## src/rtl/reg_file_pkg.sv

```systemverilog
// Shared definitions for the register file and the pipeline stages around it:
// default geometry plus the data-word and register-address types.
package reg_file_pkg;

    localparam int DEFAULT_DATA_WIDTH = 16;
    localparam int DEFAULT_ADDR_WIDTH = 2;
    localparam int DEFAULT_NUM_REGS   = 2 ** DEFAULT_ADDR_WIDTH;

    typedef logic [DEFAULT_DATA_WIDTH-1:0] data_t;
    typedef logic [DEFAULT_ADDR_WIDTH-1:0] addr_t;

endpackage

```

## src/rtl/reg_file_if.sv

```systemverilog
// Read/write port bundle of the register file: the execute/writeback side drives
// through the master modport, the register file responds through the slave modport.
interface reg_file_if
    import reg_file_pkg::*;
#(
    parameter int DATA_WIDTH = DEFAULT_DATA_WIDTH,
    parameter int ADDR_WIDTH = DEFAULT_ADDR_WIDTH
);

    logic [ADDR_WIDTH-1:0] rd1;
    logic [DATA_WIDTH-1:0] rd1_data;
    logic [ADDR_WIDTH-1:0] wr1;
    logic [DATA_WIDTH-1:0] wr1_data;
    logic                  wr1_enable;

    modport master (
        output rd1,
        output wr1,
        output wr1_data,
        output wr1_enable,
        input  rd1_data
    );

    modport slave (
        input  rd1,
        input  wr1,
        input  wr1_data,
        input  wr1_enable,
        output rd1_data
    );

endinterface

```

## src/rtl/reg_file_cell.sv

```systemverilog
// One storage word of the register file: synchronous active-high clear with
// priority over the load enable.
module reg_file_cell
    import reg_file_pkg::*;
#(
    parameter int DATA_WIDTH = DEFAULT_DATA_WIDTH
) (
    input  logic                  clock,
    input  logic                  reset,
    input  logic                  load,
    input  logic [DATA_WIDTH-1:0] d_in,
    output logic [DATA_WIDTH-1:0] q_out
);

    logic [DATA_WIDTH-1:0] value_d;
    logic [DATA_WIDTH-1:0] value_q;

    always_comb begin
        value_d = load ? d_in : value_q;
    end

    // NOTE: non-blocking assignment so every cell updates from pre-edge values.
    always_ff @(posedge clock) begin
        if (reset) begin
            value_q <= '0;
        end else begin
            value_q <= value_d;
        end
    end

    assign q_out = value_q;

endmodule

```

## src/rtl/reg_file.sv

```systemverilog
// Register file with one combinational read port and one synchronous write port.
// Writes are decoded to a one-hot load vector; reads have no write bypass.
module reg_file
    import reg_file_pkg::*;
#(
    parameter int DATA_WIDTH = DEFAULT_DATA_WIDTH,
    parameter int ADDR_WIDTH = DEFAULT_ADDR_WIDTH,
    parameter int NUM_REGS   = DEFAULT_NUM_REGS
) (
    input  logic        clock,
    input  logic        reset,
    reg_file_if.slave   bus
);

    logic [NUM_REGS-1:0]   load_vec;
    logic [DATA_WIDTH-1:0] cell_q [NUM_REGS];

    // NOTE: default first so the decode cannot infer a latch for unaddressed bits.
    always_comb begin
        load_vec          = '0;
        load_vec[bus.wr1] = bus.wr1_enable;
    end

    for (genvar i = 0; i < NUM_REGS; i++) begin : g_cell
        reg_file_cell #(
            .DATA_WIDTH (DATA_WIDTH)
        ) u_cell (
            .clock (clock),
            .reset (reset),
            .load  (load_vec[i]),
            .d_in  (bus.wr1_data),
            .q_out (cell_q[i])
        );
    end

    assign bus.rd1_data = cell_q[bus.rd1];

endmodule

```

## src/flat_wrapper.sv

```systemverilog
// flat-port wrapper written by rule: the top's interface ports become plain ports
module reg_file_flat import reg_file_pkg::*;
#(
    parameter int DATA_WIDTH = DEFAULT_DATA_WIDTH,
    parameter int ADDR_WIDTH = DEFAULT_ADDR_WIDTH,
    parameter int NUM_REGS   = DEFAULT_NUM_REGS
)
  (clock, reset, bus_rd1, bus_wr1, bus_wr1_data, bus_wr1_enable, bus_rd1_data);
  reg_file_if #(.DATA_WIDTH(DATA_WIDTH), .ADDR_WIDTH(ADDR_WIDTH)) bus_i ();
  input  logic clock;
  input  logic reset;
  input wire logic [$bits(bus_i.rd1)-1:0] bus_rd1;
  input wire logic [$bits(bus_i.wr1)-1:0] bus_wr1;
  input wire logic [$bits(bus_i.wr1_data)-1:0] bus_wr1_data;
  input wire logic [$bits(bus_i.wr1_enable)-1:0] bus_wr1_enable;
  output wire logic [$bits(bus_i.rd1_data)-1:0] bus_rd1_data;
  assign bus_i.rd1 = bus_rd1;
  assign bus_i.wr1 = bus_wr1;
  assign bus_i.wr1_data = bus_wr1_data;
  assign bus_i.wr1_enable = bus_wr1_enable;
  assign bus_rd1_data = bus_i.rd1_data;
  reg_file #(.DATA_WIDTH(DATA_WIDTH), .ADDR_WIDTH(ADDR_WIDTH), .NUM_REGS(NUM_REGS)) u_core (.clock(clock), .reset(reset), .bus(bus_i));
endmodule
```

## config.mk

```make
export PLATFORM = sky130hd
export DESIGN_NAME = reg_file_flat
export DESIGN_NICKNAME = d
export VERILOG_FILES = /design/src/rtl/reg_file_pkg.sv /design/src/rtl/reg_file_if.sv /design/src/rtl/reg_file_cell.sv /design/src/rtl/reg_file.sv /design/src/flat_wrapper.sv
export SDC_FILE = /design/constraint.sdc
export NUM_CORES = 1
export LEC_CHECK = 0
export BUFFER_PORTS_ARGS = -buffer_cell sky130_fd_sc_hd__buf_2
export CAP_MARGIN = 20
export CORE_ASPECT_RATIO = 1.25
export CORE_UTILIZATION = 25
export CTS_CLUSTER_SIZE = 10
export DETAILED_ROUTE_END_ITERATION = 6
export REMOVE_ABC_BUFFERS = 1
export SLEW_MARGIN = 30
export SYNTH_ARGS = -nofsm -noshare
export SYNTH_HDL_FRONTEND = slang
export SYNTH_SLANG_ARGS = --single-unit
```

## constraint.sdc

```tcl
create_clock -name clock -period 2.3 [get_ports clock]
set_input_delay 0.345 -clock clock [delete_from_list [all_inputs] [get_ports clock]]
set_output_delay 0.345 -clock clock [all_outputs]
set_load 0.05 [all_outputs]
```

==> impl_metrics.csv <==
group,metric,value,unit
floorplan,start_util,0.260,
clocking,cts_setup_buffers,0,
sta,fmax,573,MHz
clocking,cts_root_buf,"clkbuf_16",
job,drv_cap,0,
setup_path,setup.worst_path.class,"in2out",
route,drc,0,
place,io_buffers,38,
power,vdd.ir_drop.worst,0.000398,V
clocking,numCtsBuffers,9,
logic_synthesis,synth_warnings,0,
route,ant_nets,0,
route,avgViaCountPerCell,4.47,
floorplan,io_pins,39,
logic_synthesis,synth-seq-area-share,0.438,
global_routing,gr-usage-all-layers,0.112,
sta,rsz0062_at_grt,"no",
route,wl_per_cell,15.0,um
clocking,clk_latency,320,ps
logic_synthesis,syn_inst,249,
place,dp_hpwl,4.08,mm
sta,setup_viol,0,
sta,fin_crit_sh,0.759,
route,dr.pass1.iters,4,
global_routing,grt_overflow_total,0,
clocking,cts_tree,"done",
global_routing,grt_pass1_wl,10.2,mm
clocking,clock_path_buffers,2,
sta,post-route-min-period,1750,ps
setup_path,worst_setup_path_end_kind,"output pin",
route,drtIter0Drc,75,
floorplan,num_rows,43,
final_layout,layout-drive-gt1-share,0.253,
sta,slew_violations,0,
clocking,htree_levels,3,
min_path,hp-class,"in2reg",
floorplan,die_h,123,um
sta,setup_tns,0,ps
clocking,clk_pin_slew,50,ps
global_routing,antenna_found_initial,0,
route,via_count,1892,
setup_path,critPathSlowestCell,"mux4_2",
setup_path,cp.required,1960,ps
setup_path,critPathMaxStageDelay,530,ps
sta,finalHoldViolations,0,
setup_path,critPathMaxFanout,16,
logic_synthesis,syn_area_per_cell,11.7,sq um
final_layout,fin_cells,423,
logic_synthesis,synth_seq_cells,64,
final_layout,area_growth_syn_to_layout,20.9,%
place,dp_cells,410,
place,gp_congestion,0.628,
clocking,post_cts_resized,0,
outcome,outcome,"complete, no violations",
final_layout,antenna_cells,0,
setup_path,crit_family,"multiplexers",
power,p_leak,0.00160,uW
setup_path,cp_common_cell,"buf_2",
setup_path,start_kind,"primary input",
sta,tightest_slew,560,ps
final_layout,num-nets-final,309,
setup_path,arrival,1400,ps
sta,holdWs,360,ps
power,pwr_density_cell,751,mW/mm^2
clocking,cts_hold_buf,0,
setup_path,crit_buf_inv,3,
global_routing,grt_max_degree,50,
clocking,clock-sinks,64,
setup_path,crit_path_cell_trace,"buf_2 -> buf_12 -> mux4_2 -> buf_2",
logic_synthesis,netlist_area,0.00293,sq mm
route,finalWirelength,6.34,mm
floorplan,die_w,98.8,um
logic_synthesis,synth_cell_types,15,
sta,finClkSkew,0,ps
global_routing,grt_pass1_vias,2036,
sta,relSlewSlack,0.625,
floorplan,core-area,0.0112,sq mm
final_layout,largest_register_ffs,64,
floorplan,die_area,0.0121,sq mm
power,totalPowerFinal,2660,uW
[power by group]
| group | internal, uW | leakage, uW | switching [uW] |
|---|---|---|---|
| logic | 121 | 0.000946 | 152 |
| clock network | 767 | 0.000130 | 447 |
| registers | 1150 | 0.000520 | 18.5 |
| total | 2040 | 0.00160 | 618 |
[layer usage]
metal | routed length [um] | GRT usage | up-vias | part of all wire
li1 | - | - | 933 | -
met1 | 2930 | 0.132 | 918 | 0.46
met2 | 3100 | 0.190 | 32 | 0.49
met3 | 208 | 0.0215 | 9 | 0.033
met4 | 98 | 0.0644 | 0 | 0.015
met5 | 0 | 0 | - | 0
[synth_stat cells]
library cell / n / share of area
and3_1: 1 / 0.0021
and3b_1: 1 / 0.0030
buf_1: 1 / 0.0013
buf_2: 6 / 0.010
buf_4: 1 / 0.0026
buf_6: 2 / 0.0077
clkbuf_1: 8 / 0.010
clkbuf_2: 1 / 0.0017
dfxtp_1: 64 / 0.44
mux2i_1: 64 / 0.22
mux4_2: 16 / 0.12
nand2b_1: 80 / 0.17
nand3_1: 1 / 0.0017
nand3b_1: 2 / 0.0051
or3b_1: 1 / 0.0030
[cells in the final DEF, fill, tap and decap left out]
master     instances
clkbuf_16          9
and3_1             1
mux4_2            16
nand3_1            1
clkinv_2           1
buf_12             3
clkbuf_8           2
buf_4              4
clkbuf_1           1
dfxtp_1           64
or3b_1             1
mux2i_1           64
and3b_1            1
nand2b_1          80
nand3b_1           2
buf_2             38
[final timing paths]
kind                                    startpoint                          endpoint  slack, ps  cells after the start
setup / recovery                        bus_rd1[0]                   bus_rd1_data[6]        550                      4
hold / removal                               reset  u_core.g_cell[2].u_cell.q_out[8]        360                      3
setup reg to reg  u_core.g_cell[1].u_cell.q_out[8]  u_core.g_cell[1].u_cell.q_out[8]       1690                      2
hold reg to reg   u_core.g_cell[2].u_cell.q_out[6]  u_core.g_cell[2].u_cell.q_out[6]        470                      2
[stage by stage]
stage	utilization	area [sq um]	worst slack (ps)
6_report	0.315	3540	554
5_1_grt	0.315	3540	515
4_1_cts	0.315	3540	526
3_5_place_dp	0.291	3280	528
3_3_place_gp	0.291	3280	527
2_1_floorplan	-	2830	935
[final cells by class]
class,instances,area (sq um)
fill,1111,7710
multi-input combinational,166,1550
sequential,64,1280
timing repair buffer,45,280
clock buffer,12,256
tap,135,169
clock inverter,1,5.00
[cell families (layout without fill, tap and decap cells)]
| kind of cell | Yosys count | after routing | share of synthesized area |
|---|---|---|---|
| and+or+nand+nor | 86 | 86 | 0.186 |
| muxes | 80 | 80 | 0.342 |
| buffers and inverters | 19 | 58 | 0.0338 |
| DFF | 64 | 64 | 0.438 |
[worst reg2reg max path: cells and delay by family, from the launching register on]
| family | cells | cell delay (ps) |
|---|---|---|
| flip-flops | 1 | 330 |
| multiplexers | 1 | 140 |
| AND/OR/NAND/NOR | 1 | 60 |
Note: power is estimated with default switching activity, not from simulation.
